[config.mk]
export PLATFORM = sky130hd
export DESIGN_NAME = rob_host_arb
export DESIGN_NICKNAME = d
export VERILOG_FILES = /design/src/rtl/rob_host_arb.sv
export SDC_FILE = /design/constraint.sdc
export NUM_CORES = 1
export LEC_CHECK = 0
export ABC_AREA = 1
export CAP_MARGIN = 20
export CORE_UTILIZATION = 33
export DETAILED_ROUTE_END_ITERATION = 8
export GPL_ROUTABILITY_DRIVEN = 0
export GPL_TIMING_DRIVEN = 1
export PLACE_DENSITY = 0.75
export SETUP_SLACK_MARGIN = 0.1
export SYNTH_ARGS = -nofsm -noshare
export SYNTH_HDL_FRONTEND = slang
export SYNTH_SLANG_ARGS = --single-unit
export TNS_END_PERCENT = 5
[constraint.sdc]
create_clock -name clk -period 4.7 [get_ports clk]
set_input_delay 1.175 -clock clk [delete_from_list [all_inputs] [get_ports clk]]
set_output_delay 1.175 -clock clk [all_outputs]
set_load 0.05 [all_outputs]
[src/rtl/rob_host_arb.sv]
`default_nettype none
// ============================================================================
//  Module      : rob_host_arb
//  Description : Round-robin arbiter funnelling host requests into one ROB
//                port, routing in-order ROB responses back via a route FIFO.
//  Revision    : 1.0
// ============================================================================
module rob_host_arb #(
    parameter int NUM_HOST = 4,
    parameter int AW       = 32,
    parameter int DW       = 32,
    parameter int IW       = 4,
    parameter int DEPTH    = 8
) (
    input  logic                                clk,
    input  logic                                rst,
    input  logic [NUM_HOST-1:0]                 req_valid,
    output logic [NUM_HOST-1:0]                 req_ready,
    input  logic [NUM_HOST*AW-1:0]              req_addr,
    input  logic [NUM_HOST*IW-1:0]              req_id,
    output logic                                rob_req_valid,
    input  logic                                rob_req_ready,
    output logic [AW-1:0]                       rob_req_addr,
    output logic [IW+$clog2(NUM_HOST)-1:0]      rob_req_id,
    input  logic                                rob_rsp_valid,
    output logic                                rob_rsp_ready,
    input  logic [DW-1:0]                       rob_rsp_data,
    input  logic [IW+$clog2(NUM_HOST)-1:0]      rob_rsp_id,
    output logic [NUM_HOST-1:0]                 rsp_valid,
    input  logic [NUM_HOST-1:0]                 rsp_ready,
    output logic [DW-1:0]                       rsp_data,
    output logic [IW-1:0]                       rsp_id,
    output logic [$clog2(DEPTH):0]              outstanding,
    output logic                                err_unexp
);

    localparam int HW  = $clog2(NUM_HOST);
    localparam int HW1 = HW + 1;
    localparam int PW  = $clog2(DEPTH);
    localparam int OW  = PW + 1;

    localparam logic [OW-1:0]  c_DEPTH = OW'(DEPTH);
    localparam logic [HW:0]    c_NUM   = HW1'(NUM_HOST);
    localparam logic [HW-1:0]  c_LAST  = HW'(NUM_HOST - 1);

    logic                 r_rob_req_valid;
    logic [AW-1:0]        r_rob_req_addr;
    logic [IW+HW-1:0]     r_rob_req_id;
    logic [HW-1:0]        r_rr_ptr;
    logic [HW-1:0]        r_route [DEPTH];
    logic [PW-1:0]        r_wr_ptr;
    logic [PW-1:0]        r_rd_ptr;
    logic [OW-1:0]        r_outstanding;
    logic                 r_err_unexp;

    logic [2*NUM_HOST-1:0] w_dbl;
    logic [NUM_HOST-1:0]   w_rot;
    logic [HW-1:0]         w_off;
    logic [HW:0]           w_sum;
    logic [HW:0]           w_sum_wrap;
    logic [HW-1:0]         w_grant;
    logic                  w_issue;
    logic [AW-1:0]         w_sel_addr;
    logic [IW-1:0]         w_sel_id;
    logic                  w_empty;
    logic [HW-1:0]         w_head;
    logic                  w_pop;

    // Rotate requests so bit 0 is the host at rr_ptr; lowest set bit wins.
    assign w_dbl = {req_valid, req_valid} >> r_rr_ptr;
    assign w_rot = w_dbl[NUM_HOST-1:0];

    always_comb begin
        w_off = '0;
        for (int i = NUM_HOST - 1; i >= 0; i--) begin
            if (w_rot[i]) begin
                w_off = HW'(i);
            end
        end
    end

    assign w_sum      = {1'b0, r_rr_ptr} + {1'b0, w_off};
    assign w_sum_wrap = w_sum - c_NUM;
    assign w_grant    = (w_sum >= c_NUM) ? w_sum_wrap[HW-1:0] : w_sum[HW-1:0];

    // Full check uses the registered count so a pop never feeds issue combinationally.
    assign w_issue = !rst && (!r_rob_req_valid || rob_req_ready) &&
                     (|req_valid) && (r_outstanding < c_DEPTH);

    always_comb begin
        w_sel_addr = '0;
        w_sel_id   = '0;
        for (int i = 0; i < NUM_HOST; i++) begin
            if (w_grant == HW'(i)) begin
                w_sel_addr = req_addr[i*AW +: AW];
                w_sel_id   = req_id[i*IW +: IW];
            end
        end
    end

    assign req_ready = w_issue ? (NUM_HOST'(1) << w_grant) : '0;

    assign w_empty = (r_outstanding == '0);
    assign w_head  = r_route[r_rd_ptr];

    assign rob_rsp_ready = !rst && !w_empty && rsp_ready[w_head];
    assign rsp_valid     = (!rst && !w_empty && rob_rsp_valid) ? (NUM_HOST'(1) << w_head) : '0;
    assign w_pop         = rob_rsp_valid && rob_rsp_ready;
    assign rsp_data      = rob_rsp_data;
    assign rsp_id        = rob_rsp_id[IW-1:0];

    always_ff @(posedge clk) begin
        if (rst) begin
            r_rob_req_valid <= 1'b0;
            r_rob_req_addr  <= '0;
            r_rob_req_id    <= '0;
            r_rr_ptr        <= '0;
            r_wr_ptr        <= '0;
            r_rd_ptr        <= '0;
            r_outstanding   <= '0;
            r_err_unexp     <= 1'b0;
        end else begin
            if (w_issue) begin
                r_rob_req_valid <= 1'b1;
                r_rob_req_addr  <= w_sel_addr;
                r_rob_req_id    <= {w_grant, w_sel_id};
                r_rr_ptr        <= (w_grant == c_LAST) ? '0 : w_grant + 1'b1;
                r_wr_ptr        <= r_wr_ptr + 1'b1;
            end else if (rob_req_ready) begin
                r_rob_req_valid <= 1'b0;
            end

            if (w_pop) begin
                r_rd_ptr <= r_rd_ptr + 1'b1;
            end

            case ({w_issue, w_pop})
                2'b10:   r_outstanding <= r_outstanding + 1'b1;
                2'b01:   r_outstanding <= r_outstanding - 1'b1;
                default: r_outstanding <= r_outstanding;
            endcase

            if (rob_rsp_valid && w_empty) begin
                r_err_unexp <= 1'b1;
            end
        end
    end

    // Route storage holds only data; validity is tracked by the pointers.
    always_ff @(posedge clk) begin
        if (w_issue) begin
            r_route[r_wr_ptr] <= w_grant;
        end
    end

    assign rob_req_valid = r_rob_req_valid;
    assign rob_req_addr  = r_rob_req_addr;
    assign rob_req_id    = r_rob_req_id;
    assign outstanding   = r_outstanding;
    assign err_unexp     = r_err_unexp;

endmodule
`default_nettype wire
* Word-level counts from Yosys, hierarchy flattened *
Memories as Yosys holds them, arrays and structs flattened. A register that Yosys moved wholly into a read port is not among the register bits.
Index checks and enable logic that the tools add are counted.
W data, S select, Z words.

storage, ports and cells
  flip-flop bits (word level) = 52
  bits in latches = 0
  memory bits (writable) = 16
  memory bits (read-only) = 0
  input port bits = 194
  output and inout bits = 89
  logic and storage cells = 69
  memories = 1

memories
  name     words  bits a word  rd ports  clocked after memory_dff  wr ports  RTL line  source
  r_route  8      2            1         1                         1         50        logic [HW-1:0] r_route [DEPTH];

operators by class
  $add $sub $neg = 7
  multipliers = 0
  div/mod/pow operators = 0
  order comparisons = 3
  equal/unequal tests = 5
  shift-type cells = 3
  muxes and demuxes = 25
  bitwise gates (word level) = 0
  reductions and logical operators = 17

operators with widths
  kind                   count
  $mux W32               4
  $mux W4                6
  $mux W2                6
  $logic_and A1 B1 Y1    8
  $pmux W4 S2            1
  $shl A1 B2 Y4 const A  2
  $shr A8 B2 Y4          1
  $add A3 B1 Y3 const B  2
  $eq A2 B2 Y1 const B   3
  $mux W3                2
  $mux W1                5
  $add A4 B1 Y4 const B  1
  $eq A2 B1 Y1 const B   2
  $logic_not A4 Y1       1
  $lt A4 B4 Y1 const B   1
  $reduce_bool A2 Y1     2
  $reduce_or A4 Y1       1
  $sub A4 B1 Y4 const B  1
  $add A2 B2 Y3          1
  $ge A3 B3 Y1 const B   1
  $logic_not A1 Y1       3
  $lt A2 B3 Y1 const B   1
  $add A2 B1 Y2 const B  1
  $bmux W1 S2            1
  other kinds (3)        3

* Logic depth before layout (Yosys ltp) *
  depth in word-level cells = 13
  depth in mapped cells = 23
  gate-level depth less buffers = 21

* Least setup slack after synthesis *
Ideal clock, no wire load.

  path kind = in2out
  start point = input req_valid[0]
  end point = output req_ready[1]
  data arrival time = 3.662 ns
  required time = 3.525 ns
  slack = -0.137 ns
  stages on the path = 13
  buffers on the path = 2
  cells stage by stage = inv_1 -> o21ai_0 -> o21ai_0 -> a21boi_0 -> ha_1 -> nand3b_1 -> nand2_1 -> inv_1 -> ha_1 -> buf_2 -> buf_1 -> inv_1 -> nor2_1

between the ends
  cells in the longest elaborated chain, start to end = 10
  elaborated cells on any way between the ends = 14
  classes of those cells = add/sub: 2; order compare: 1; shift: 2; mux: 6; reduce/logical: 3

ends and longest elaborated chain
  item                                           RTL line  source
  start: declaration                             17        input logic [NUM_HOST-1:0] req_valid,
  $shr A8 B2 Y4 (*)                              70        assign w_dbl = {req_valid, req_valid} >> r_rr_ptr;
  $mux W2 (3 in a row)                           76        if (w_rot[i]) begin
  $mux W2 (*)                                    76
  $add A2 B2 Y3 (*)                              82        assign w_sum = {1'b0, r_rr_ptr} + {1'b0, w_off};
  $ge A3 B3 Y1 or $sub A2 B1 Y2 (tied branches)  84, 83
  $mux W2 (*)                                    84        assign w_grant = (w_sum >= c_NUM) ? w_sum_wrap[HW-1:0] : w_sum[HW-1:0];
  net w_grant[1]                                 61        logic [HW-1:0] w_grant;
  $shl A1 B2 Y4 (*)                              101       assign req_ready = w_issue ? (NUM_HOST'(1) << w_grant) : '0;
  $mux W4 (*)                                    101
  end: declaration                               18        output logic [NUM_HOST-1:0] req_ready,

The timed path passes the listed nets; every way through them passes the cells marked *.

* Worst setup path in the final report *
Ends and elaborated chain as after synthesis.

==> results.toml <==
[sta]
min_period_ps = 4450
hold-worst-slack_ps = 466
tightest_slew_ps = 570
skew_ps = 5.11
fmax_mhz = 225
maxSlewViolCount = 0
finalSetupViolations = 0
hold_viol_final = 0
post-route-period-util_pct = 94.6
rsz0062_at_grt = "yes"
slew_headroom_pct = 61.9

[floorplanning]
ioPinCount = 283
coreArea_sq_mm = 0.0126
fp.dieW_um = 116
die_h_um = 116
floorplan.initialDensity_pct = 33.9
num_rows = 41
dieArea_sq_mm = 0.0134

[global_route]
grt_pass1_wl_mm = 21.6
grt_max_degree = 42
grt.overflow.total = 0
antenna_found_initial = 0
grt.total_usage_pct = 20.9
grt_pass1_vias = 4465

[synthesis]
yosysSeqAreaShare_pct = 37.0
synthDistinctLibCells = 31
syn-instance-count = 559
synth_edf_count = 16
syn_area_sq_mm = 0.00428
synth_flop_cell = "dfxtp_1"
yosys_warnings = 0
avgSynthCellArea_sq_um = 7.65
synth-async-reset-ratio_pct = 0
synth_fp_nets = 763
synth_seq_cells = 71

[power_and_ir_drop]
p_leak_nw = 2.51
power.density_mw_per_mm2 = 653
ir_drop_v = 0.000308

[critical_path]
slowest_delay_ps = 450
crit_chain = "clkdlybuf4s50_1, inv_1, nand2_1, o21ai_0, nand2_1, o21ai_1, inv_1, nand2_1, a21boi_1, ha_2, nand3b_1, nand2_2, inv_2, ha_2, inv_1, nor2_2, buf_12"
required_ps = 3520
rr_worst_depth = 19
endpoint_kind = "primary output"
worst_setup_path_start_kind = "input port"
cp_max_fo = 5
worstSetupPathType = "in2out"
cpMaxStageDelayCell = "clkdlybuf4s50_1"
arrival_ps = 3270

[route]
drtIter0Drc = 209
firstDrtPassIters = 5
vias = 4610
drc_errors = 0
routed_via_density = 5.12
antenna_left = 0
wl_per_cell_um = 15.7
wirelength_mm = 14.2

[clock_network]
clk_path_buf_depth = 2
cts_tree = "built"
insertion_delay_ps = 320
cts_sinks = 71
htreeDepth = 3
cts.root.buffer_cell = "clkbuf_16"
path_clk_slew_ps = 50
cts_made_buffers = 9

[placed_design]
dpl_cell_area_sq_mm = 0.00632
port_buffers = 208
place_hpwl_mm = 10.9

[layout]
area_delta_synth_final_pct = 55.2
antenna_cells = 0
drive_gt1_share_pct = 8.92
nNetsFinal = 929
final_area_sq_mm = 0.00663

[run_status]
status = "finished clean"

[flow_run]
maxCapViolCount = 0

[worst_hold_path]
hold_depth = 2
min_path_type = "reg2reg"
## Yosys cell counts, types with 2 or more instances
cell | number | area share [%]
o21ai_0 | 19 | 2.2
a21oi_1 | 10 | 1.2
nor2_1 | 28 | 2.5
inv_1 | 52 | 4.6
a31oi_1 | 34 | 5.0
buf_4 | 37 | 6.5
ha_1 | 10 | 2.9
edfxtp_1 | 16 | 11
nand3_2 | 2 | 0.47
nor2_2 | 2 | 0.29
o211ai_1 | 36 | 6.3
dfxtp_1 | 55 | 26
a221o_1 | 33 | 7.7
nand2_2 | 9 | 1.3
nand4_1 | 5 | 0.73
clkbuf_1 | 18 | 1.6
xor2_1 | 3 | 0.61
nand3_1 | 23 | 2.7
buf_2 | 13 | 1.5
nor3_1 | 3 | 0.35
nor2_4 | 3 | 0.79
nand2_1 | 139 | 12
## final cells by class
type | instances | area (sq um)
Fill cell | 1207 | 5990
Clock inverter | 3 | 20.0
Sequential cell | 71 | 1580
Timing Repair Buffer | 225 | 2270
Inverter | 54 | 210
Tap cell | 172 | 215
Clock buffer | 12 | 246
Multi-Input combinational cell | 364 | 2090
## registers in the layout, indices dropped and copies added, names as in the netlist, named ones only
signal / flops
r_rd_ptr: 3
rob_req_id: 6
rob_req_addr: 32
r_wr_ptr: 3
rob_req_valid: 1
r_rr_ptr: 2
err_unexp: 1
outstanding: 4
r_route: 16
## routing by layer
layer	vias to the layer above	track usage, %	part of all wire (%)
li1	2232	-	-
met1	2111	23.4	38
met2	220	36.7	51
met3	47	4.08	6.6
met4	0	13.0	4.5
met5	-	0	0
## power by group
| part | leakage, nW | internal [W] | switching [W] | total [W] |
|---|---|---|---|---|
| Sequential | 0.597 | 0.000829 | 0.000118 | 0.000947 |
| Clock | 0.125 | 0.000368 | 0.000250 | 0.000618 |
| Combinational | 1.79 | 0.00110 | 0.00167 | 0.00277 |
## repair_timing
item,4_1_cts,5_1_grt
buffers inserted,0,2
pin swaps,0,4
hold buffers,0,0
endpoints found under the setup margin,4,4
gates resized for setup,4,14
## path summary, 6_finish.rpt
| path | from | to | slack (ps) |
|---|---|---|---|
| worst max register to register | r_rr_ptr[0]$_SDFFE_PP0P_ | rob_req_addr[11]$_SDFFE_PP0P_ | 1440 |
| worst min-delay path | err_unexp$_SDFFE_PP0P_ | err_unexp$_SDFFE_PP0P_ | 470 |
| worst max-delay path | req_valid[0] | req_ready[1] | 250 |
| worst min register to register | err_unexp$_SDFFE_PP0P_ | err_unexp$_SDFFE_PP0P_ | 470 |
## cells by family after synthesis
group	count (synthesis)	synth area share [%]
compound gates	135	22.9
simple gates	216	21.7
xor+xnor	3	0.615
fa+ha+maj	10	2.93
buf+inv	124	14.9
flops	71	37.0
## worst max-delay path: cells and delay by family
kind / cells / cell delay, ps
compound gates: 3 / 310
fa+ha+maj: 2 / 350
buf+inv: 6 / 860
simple gates: 6 / 550
## layout by cell type (no fill, tap or decap), types with 16 or more instances in the layout
cell type        count
clkdlybuf4s50_1    203
nand2_1            138
dfxtp_1             55
inv_1               49
o211ai_1            36
a31oi_1             34
a221o_1             33
nor2_1              25
nand3_1             23
edfxtp_1            16
## through the flow
step | power (W) | instances | utilization, % | TNS (ps) | setup WS (ps)
4_1_cts | 0.00430 | 899 | 52.3 | 0 | 132
6_report | 0.00433 | 901 | 52.6 | 0 | 254
5_1_grt | 0.00459 | 901 | 52.6 | 0 | 63.3
2_1_floorplan | 0.00280 | 559 | - | 0 | 67.0
3_5_place_dp | 0.00367 | 884 | 50.1 | -27.7 | -27.7
3_3_place_gp | 0.00361 | 884 | 50.1 | 0 | 38.1
Power figures use the tool's default switching activity.
